### config.mk
export PLATFORM = sky130hd
export DESIGN_NAME = program_loader
export DESIGN_NICKNAME = d
export VERILOG_FILES = /design/src/rtl/cpu_defs.sv /design/src/rtl/byte_packer.sv /design/src/rtl/program_loader.sv
export SDC_FILE = /design/constraint.sdc
export NUM_CORES = 1
export LEC_CHECK = 0
export BUFFER_PORTS_ARGS = -buffer_cell sky130_fd_sc_hd__buf_2
export CAP_MARGIN = 10
export CELL_PAD_IN_SITES_DETAIL_PLACEMENT = 1
export CELL_PAD_IN_SITES_GLOBAL_PLACEMENT = 1
export CORE_UTILIZATION = 25
export DETAILED_ROUTE_END_ITERATION = 7
export HOLD_SLACK_MARGIN = 0.08
export PLACE_DENSITY_LB_ADDON = 0.1
export SYNTH_ARGS = -nofsm -noshare
export SYNTH_HDL_FRONTEND = slang
export SYNTH_SLANG_ARGS = --single-unit
export TNS_END_PERCENT = 5
### constraint.sdc
create_clock -name clock -period 2.95 [get_ports clock]
set_input_delay 0.59 -clock clock [delete_from_list [all_inputs] [get_ports clock]]
set_output_delay 0.59 -clock clock [all_outputs]
set_load 0.05 [all_outputs]
### src/rtl/cpu_defs.sv
// cpu_defs: shared definitions for the program loader.
// Holds the state encoding, the word geometry of the load stream and the
// width of the header word count.
package cpu_defs;

    // State encoding of the loader controller.
    localparam logic [2:0] ENC_COUNT_HI = 3'd0;
    localparam logic [2:0] ENC_COUNT_LO = 3'd1;
    localparam logic [2:0] ENC_WORD     = 3'd2;
    localparam logic [2:0] ENC_WRITE    = 3'd3;
    localparam logic [2:0] ENC_CHECK    = 3'd4;
    localparam logic [2:0] ENC_DONE     = 3'd5;
    localparam logic [2:0] ENC_ERROR    = 3'd6;

    typedef enum logic [2:0] {
        COUNT_HI = ENC_COUNT_HI,
        COUNT_LO = ENC_COUNT_LO,
        WORD     = ENC_WORD,
        WRITE    = ENC_WRITE,
        CHECK    = ENC_CHECK,
        DONE     = ENC_DONE,
        ERROR    = ENC_ERROR
    } loaderState_t;

    // Bytes per memory word, and the width of the byte index that walks them.
    localparam int WORD_BYTES       = 4;
    localparam int BYTE_INDEX_WIDTH = $clog2(WORD_BYTES);

    // Width of the big-endian word count at the head of the stream.
    localparam int COUNT_WIDTH = 16;

    // States in which the loader takes a byte from the stream.
    function automatic logic acceptsByte(input loaderState_t s);
        return s inside {COUNT_HI, COUNT_LO, WORD, CHECK};
    endfunction

endpackage

### src/rtl/byte_packer.sv
// byte_packer: assembles incoming stream bytes into a big-endian word.
// The first byte of a word lands in the most significant position. On the
// last byte of a word it raises wordComplete for that transfer cycle and
// presents the full word (including the byte being accepted) on packedWord.
module byte_packer
    import cpu_defs::*;
(
    input  logic                    clock,
    input  logic                    reset,
    input  logic                    load,
    input  logic [7:0]              byteIn,
    output logic [8*WORD_BYTES-1:0] packedWord,
    output logic                    wordComplete
);

    localparam logic [BYTE_INDEX_WIDTH-1:0] LAST_INDEX =
        BYTE_INDEX_WIDTH'(WORD_BYTES - 1);

    // Only the earlier bytes of a word need storage; the final byte is
    // merged combinationally so the word is usable on its transfer edge.
    logic [8*(WORD_BYTES-1)-1:0] shiftReg;
    logic [BYTE_INDEX_WIDTH-1:0] byteIndex;

    // Shift each accepted byte in and advance the byte index (wraps to 0).
    // NOTE: sequential state uses non-blocking assignments so every register
    // samples pre-edge values, independent of statement order.
    always_ff @(posedge clock or negedge reset) begin
        if (!reset) begin
            shiftReg  <= '0;
            byteIndex <= '0;
        end else if (load) begin
            shiftReg  <= {shiftReg[8*(WORD_BYTES-2)-1:0], byteIn};
            byteIndex <= byteIndex + 1'b1;
        end
    end

    assign packedWord   = {shiftReg, byteIn};
    assign wordComplete = load && (byteIndex == LAST_INDEX);

endmodule

### src/rtl/program_loader.sv
// program_loader: writer-side companion of the shared instruction/data memory.
// Takes a byte stream (count[15:8], count[7:0], then count big-endian words),
// writes the words to memory starting at BASE_ADDR and holds the processor in
// reset until the image is complete.
// Optional build macro LOADER_CHECKSUM_EN: a trailing XOR checksum byte over
// the count and word bytes must match before the processor is released.
module program_loader
    import cpu_defs::*;
#(
    parameter int unsigned BASE_ADDR  = 0,
    parameter int unsigned MAX_WORDS  = 1024,
    parameter int          ADDR_WIDTH = 32
) (
    input  logic                  clock,
    input  logic                  reset,
    input  logic                  byteValid,
    input  logic [7:0]            byteData,
    output logic                  byteReady,
    output logic                  memWrite,
    output logic [ADDR_WIDTH-1:0] address,
    output logic [31:0]           writeData,
    output logic                  cpuHold,
    output logic                  loadDone,
    output logic                  loadError,
    output logic [15:0]           wordsLoaded
);

    localparam logic [ADDR_WIDTH-1:0]  BASE      = ADDR_WIDTH'(BASE_ADDR);
    localparam logic [COUNT_WIDTH:0]   MAX_COUNT = (COUNT_WIDTH + 1)'(MAX_WORDS);

    // Where the stream goes once the last word (or an empty header) is taken.
`ifdef LOADER_CHECKSUM_EN
    localparam loaderState_t FINISH_STATE = CHECK;
`else
    localparam loaderState_t FINISH_STATE = DONE;
`endif

    loaderState_t            state;
    loaderState_t            nextState;
    logic                    transfer;
    logic [7:0]              countHi;
    logic [COUNT_WIDTH-1:0]  count;
    logic [COUNT_WIDTH-1:0]  countValue;
    logic [COUNT_WIDTH-1:0]  wordsNext;
    logic [ADDR_WIDTH-1:0]   wordOffset;
    logic [31:0]             packedWord;
    logic                    wordComplete;

    assign transfer   = byteValid && byteReady;
    assign countValue = {countHi, byteData};
    assign wordsNext  = wordsLoaded + 1'b1;
    assign wordOffset = ADDR_WIDTH'({wordsLoaded, 2'b00});

    byte_packer packer (
        .clock        (clock),
        .reset        (reset),
        .load         (transfer && (state == WORD)),
        .byteIn       (byteData),
        .packedWord   (packedWord),
        .wordComplete (wordComplete)
    );

`ifdef LOADER_CHECKSUM_EN
    logic [7:0] checksum;

    // Fold every header and word byte into the running XOR checksum.
    always_ff @(posedge clock or negedge reset) begin
        if (!reset) begin
            checksum <= 8'h00;
        end else if (transfer && (state != CHECK)) begin
            checksum <= checksum ^ byteData;
        end
    end
`endif

    // State register.
    always_ff @(posedge clock or negedge reset) begin
        if (!reset) begin
            state <= COUNT_HI;
        end else begin
            state <= nextState;
        end
    end

    // Next-state logic: parse the header, collect words, finish or reject.
    // NOTE: nextState gets a default before the case so no path leaves it
    // unassigned, which would otherwise infer a latch.
    always_comb begin
        nextState = state;
        case (state)
            COUNT_HI: begin
                if (transfer) begin
                    nextState = COUNT_LO;
                end
            end
            COUNT_LO: begin
                if (transfer) begin
                    if (countValue == '0) begin
                        nextState = FINISH_STATE;
                    end else if ({1'b0, countValue} > MAX_COUNT) begin
                        nextState = ERROR;
                    end else begin
                        nextState = WORD;
                    end
                end
            end
            WORD: begin
                if (wordComplete) begin
                    nextState = WRITE;
                end
            end
            WRITE: begin
                if (wordsNext == count) begin
                    nextState = FINISH_STATE;
                end else begin
                    nextState = WORD;
                end
            end
`ifdef LOADER_CHECKSUM_EN
            CHECK: begin
                if (transfer) begin
                    nextState = (byteData == checksum) ? DONE : ERROR;
                end
            end
`endif
            DONE:    nextState = DONE;
            ERROR:   nextState = ERROR;
            default: nextState = ERROR;
        endcase
    end

    // Header count capture and the count of words already written.
    always_ff @(posedge clock or negedge reset) begin
        if (!reset) begin
            countHi     <= 8'h00;
            count       <= '0;
            wordsLoaded <= '0;
        end else begin
            if (transfer && (state == COUNT_HI)) begin
                countHi <= byteData;
            end
            if (transfer && (state == COUNT_LO)) begin
                count <= countValue;
            end
            if (state == WRITE) begin
                wordsLoaded <= wordsNext;
            end
        end
    end

    // Registered outputs, decoded from the state being entered so each one
    // is valid in the same cycle as the state it belongs to.
    always_ff @(posedge clock or negedge reset) begin
        if (!reset) begin
            byteReady <= 1'b0;
            memWrite  <= 1'b0;
            address   <= BASE;
            writeData <= '0;
            cpuHold   <= 1'b1;
            loadDone  <= 1'b0;
            loadError <= 1'b0;
        end else begin
            byteReady <= acceptsByte(nextState);
            memWrite  <= (nextState == WRITE);
            cpuHold   <= (nextState != DONE);
            loadDone  <= (nextState == DONE);
            loadError <= (nextState == ERROR);
            if (wordComplete) begin
                address   <= BASE + wordOffset;
                writeData <= packedWord;
            end
        end
    end

endmodule

# After elaboration in Yosys (flattened, before gate mapping)
# Cells that the tools add are included.
[op_classes]
add_sub_neg = 2
n_lt_le_gt_ge = 1
eq_ne = 13
n_mux = 7
reduce_logical = 9
[op_table]
columns = ["operator", "count"]
rows = [
  ["3-bit two-way mux", 6],
  ["16-bit by 1-bit adder with 16-bit output, second input constant", 1],
  ["16-bit equality test", 1],
  ["16-bit by 11-bit greater-than comparator with 1-bit output, second input constant", 1],
  ["16-bit zero test", 1],
  ["3-bit one-hot mux with 5 select lines", 1],
  ["3-bit by 2-bit equality test with 1-bit output, second input constant", 4],
  ["3-bit equality test, second input constant", 4],
  ["3-bit by 1-bit equality test with 1-bit output, second input constant", 2],
  ["3-bit zero test", 2],
  ["1-bit logical AND", 5],
  ["4-bit nonzero test", 1],
  ["3-bit != test, second input constant", 1],
  ["2-bit by 1-bit adder with 2-bit output, second input constant", 1],
  ["2-bit equality test, second input constant", 1],
]
[totals]
register_bits = 122
input_bits = 11
out_inout_bits = 85

# Logic depth before layout (Yosys ltp)
[depth]
depth_word = 7
depth_mapped = 8
ltp_nobuf = 7

# Modules after synthesis
# From an unflattened synthesis, not the netlist that was laid out.
[unflattened]
hier_cells = 410
hier_area_um2 = 5497.8
[modules_own_cells]
columns = ["module", "n_inst", "cells_each", "area_each_um2"]
rows = [
  ["program_loader", 1, 345, 4359.2],
  ["byte_packer", 1, 65, 1138.6],
]

# Worst setup path after synthesis
# OpenSTA, ideal clock, no wires.
[synth_path]
kind = "reg-to-reg"
start = "register wordsLoaded[0]"
end = "register byteReady"
setup_ns = 0.120
arrival_time_ns = 2.310
t_required_ns = 2.830
setup_slack_ns = 0.520
stages_incl_launch_ff = 9
path_buffers = 1
cell_sequence = "dfrtp_1 > ha_1 > buf_2 > and4_1 > and3_1 > o21ai_0 > nor4_2 > nand4b_4 > and3_1"
[synth_between]
elab_chain_cells = 6
[synth_lines]
columns = ["element", "line_no", "text"]
rows = [
  ["start, declared", "program_loader.sv:25", "output logic [15:0] wordsLoaded"],
  ["start signal, assigned", "program_loader.sv:146", "wordsLoaded <= wordsNext;"],
  ["16-bit by 1-bit adder with 16-bit output *", "program_loader.sv:51", "assign wordsNext = wordsLoaded + 1'b1;"],
  ["16-bit equality test *", "program_loader.sv:113", "if (wordsNext == count) begin"],
  ["3-bit two-way mux *", "program_loader.sv:113", ""],
  ["3-bit one-hot mux with 5 select lines *", "program_loader.sv:90", "case (state)"],
  ["3-bit by 1-bit equality test with 1-bit output, or another cell as far along", "cpu_defs.sv:34", "return s inside {COUNT_HI, COUNT_LO, WORD, CHECK};"],
  ["4-bit nonzero test *", "cpu_defs.sv:34", ""],
  ["end signal, assigned", "program_loader.sv:163", "byteReady <= acceptsByte(nextState);"],
  ["end, declared", "program_loader.sv:18", "output logic byteReady,"],
]
# Every way passes the cells marked *; elsewhere a longest branch is shown, timed or not.
# A chain may end at the register's enable or synchronous reset.

# Worst setup path after layout
# Ends and elaborated chain as after synthesis.

==> impl_metrics.yaml <==
outcome:
  status: "finished clean"
grt:
  antenna_found_initial: 0
  grt_pass1_vias: 4085
  grt_use_met2_pct: 21.5
  grt.overflow.total: 0
  grt_busiest_layer: "met2"
  grt_max_degree: 71
  track_usage_pct: 13.9
  grt_pass1_wl_mm: 23.2
  gr-usage-met1_pct: 18.4
  grtUsageMet3_pct: 2.99
worst_setup_path:
  cp-start-kind: "flop"
  cp-end-kind: "flop"
  crit_required_ps: 3260
  critPathArrivalTime_ps: 2720
  crit_fanout: 8
  critical_path_class: "flop to flop"
pwr:
  powerDensity_nw_per_um2: 608
  p_leak_nw: 3.56
  total_power_mw: 4.10
  peakVddDrop_v: 0.000354
drt:
  wl_per_cell_microns: 16.4
  drc: 0
  num_vias: 3815
  via_per_inst: 4.36
  drt_iter0_markers: 124
  routed_wl_mm: 14.3
  first_pass_iters: 4
  ant_nets: 0
synthesis:
  synthDistinctLibCells: 55
  yosysSeqAreaShare_pct: 55.9
  synth_top_area_share_pct: 55.4
  yosys_most_used_dff: "dfrtp_1"
  synthArstFlopShare_pct: 100
  syn_inst: 507
  synth-warning-count: 0
  synth.avg_cell_area_sq_um: 10.8
  ys_top_cells_by_area: "dfrtp_1, nand2_1, mux2_2"
  synth-seq-cells: 122
  yosysTopAreaCell: "dfrtp_1"
  synth_edf_count: 0
  synthesis.area_sq_um: 5460
placed_design:
  dpl_cell_area_sq_um: 6080
  place_ws_ps: 532
  io_buffer_count: 79
  hpwlAfterDp_mm: 9.92
  gp_congestion: 0.759
floorplanning:
  num_io_pins: 96
  die_w_microns: 150
  core_region_area_sq_um: 21200
  num_rows: 53
  die_h_microns: 150
  start_util_pct: 25.7
  dieArea_sq_um: 22500
hold_path:
  hold_class: "input pin to asynchronous set/reset pin"
cts:
  ctsHoldBuffers: 0
  insertion_delay_ps: 420
  cts_sinks: 122
  cts_max_path_buffers: 2
  root_buffer: "clkbuf_16"
  cts_made_buffers: 17
  post_cts.repair.setup_buffers: 0
  clkSlewWorstSetupHoldPaths_ps: 60
  cts-resized-gates: 0
  h-tree-depth: 4
  tritoncts: "built"
timing:
  rsz0062_at_grt: "false"
  worst_pin_slew_ps: 668
  slew_viol_final: 0
  fin_setup_tns_ps: 0
  fin_crit_ps: 2410
  fin_crit_sh_pct: 81.7
  slew-limit-headroom_pct: 55.2
  holdWs_ps: 160
  skew_ps: 9.39
  setup_viol: 0
  hold_violations: 0
  fmax_mhz: 415
  fin_ws_ps: 540
cells_and_area:
  drive_gt1_share_pct: 29.7
  syn_to_final_growth_pct: 23.4
  finalNetCount: 599
  fillers: 2402
  stdcell_area_sq_um: 6740
  antenna_cells: 0
flow_run:
  max_cap_violations: 0
## placed cells by master (no fill, tap or decap), types with 6 or more instances in the layout
cell type / count
nor2_1: 12
mux2_2: 48
o21ai_0: 7
buf_4: 6
buf_2: 78
dfrtp_1: 121
clkbuf_16: 17
conb_1: 16
nor3_1: 7
xor2_1: 12
nor4_1: 6
xnor2_1: 20
nand2_1: 162
## synth_stat cells, drive strengths merged (4+ instances only)
master / instances
nand2: 162
nand4: 5
nor3: 8
buf: 34
mux2: 48
xor2: 12
clkbuf: 7
o21ai: 7
xnor2: 20
dfrtp: 121
nor2: 12
nand3: 7
inv: 4
nor4: 7
## registers in the layout (all words and copies together) (netlist names)
signal / cells
countHi: 8
state: 3
wordsLoaded: 16
writeData: 32
byteReady: 1
cpuHold: 1
count: 16
memWrite: 1
loadError: 1
packer.byteIndex: 2
loadDone: 1
address: 16
packer.shiftReg: 24
## routing by layer
| metal | part of all wire (%) | vias up | routed length, microns |
|---|---|---|---|
| met4 | 2.0 | 0 | 289 |
| met5 | 0 | - | 0 |
| met2 | 46 | 81 | 6650 |
| met1 | 48 | 1896 | 6910 |
| li1 | - | 1820 | - |
| met3 | 3.3 | 18 | 473 |
## kinds of logic after synthesis
family	after synthesis	share of synthesized area [%]
xor+xnor	33	5.56
simple gates	225	18.6
mux	49	10.1
flops	122	55.9
other cells	1	0.0686
fa+ha+maj	2	0.458
buf+inv	46	5.40
compound gates	29	3.89
## path summary, 6_finish.rpt
kind / start / end / slack, ps / cells past startpoint
worst max-delay path: wordsLoaded[0] / byteReady / 540 / 7
worst min-delay path: reset / packer.shiftReg[15] / 160 / 2
worst max register to register: wordsLoaded[0] / byteReady / 540 / 7
worst min register to register: address[6] / address[6] / 460 / 2
max in group asynchronous: reset / address[16] / 2420 / 2
min in group clock: byteData[2] / writeData[2] / 460 / 3
## where the power goes
group,internal [mW],total (mW),switching (mW),leakage [nW]
sequential,1.67,1.67,0,1.68
combinational,0.0120,0.105,0.0926,1.56
clock,1.52,2.32,0.794,0.316
total,3.21,4.10,0.886,3.56
## stage by stage
step | util, % | instances
2_1_floorplan | - | 522
3_3_place_gp | 28.7 | 842
3_5_place_dp | 28.7 | 842
4_1_cts | 31.8 | 874
5_1_grt | 31.8 | 874
6_report | 31.8 | 874
## final cells by class
| type | count | area (sq um) | share of cell area, % |
|---|---|---|---|
| multi-input cells | 354 | 2180 | 32.3 |
| clock buffers | 18 | 439 | 6.51 |
| repair buffers | 87 | 495 | 7.35 |
| well taps | 275 | 344 | 5.10 |
| flip-flops and latches | 122 | 3050 | 45.3 |
| inverters | 4 | 15.0 | 0.223 |
| clock inverters | 14 | 219 | 3.25 |
## critical path: stages (launching register included)
cell and delay (ps):
dfrtp_1 490, ha_1 360, and4_1 350, and3_1 180, o21ai_0 100, nor4_2 410
nand4b_4 220, and3_1 210
No activity file was read; power rests on OpenSTA's default activity.
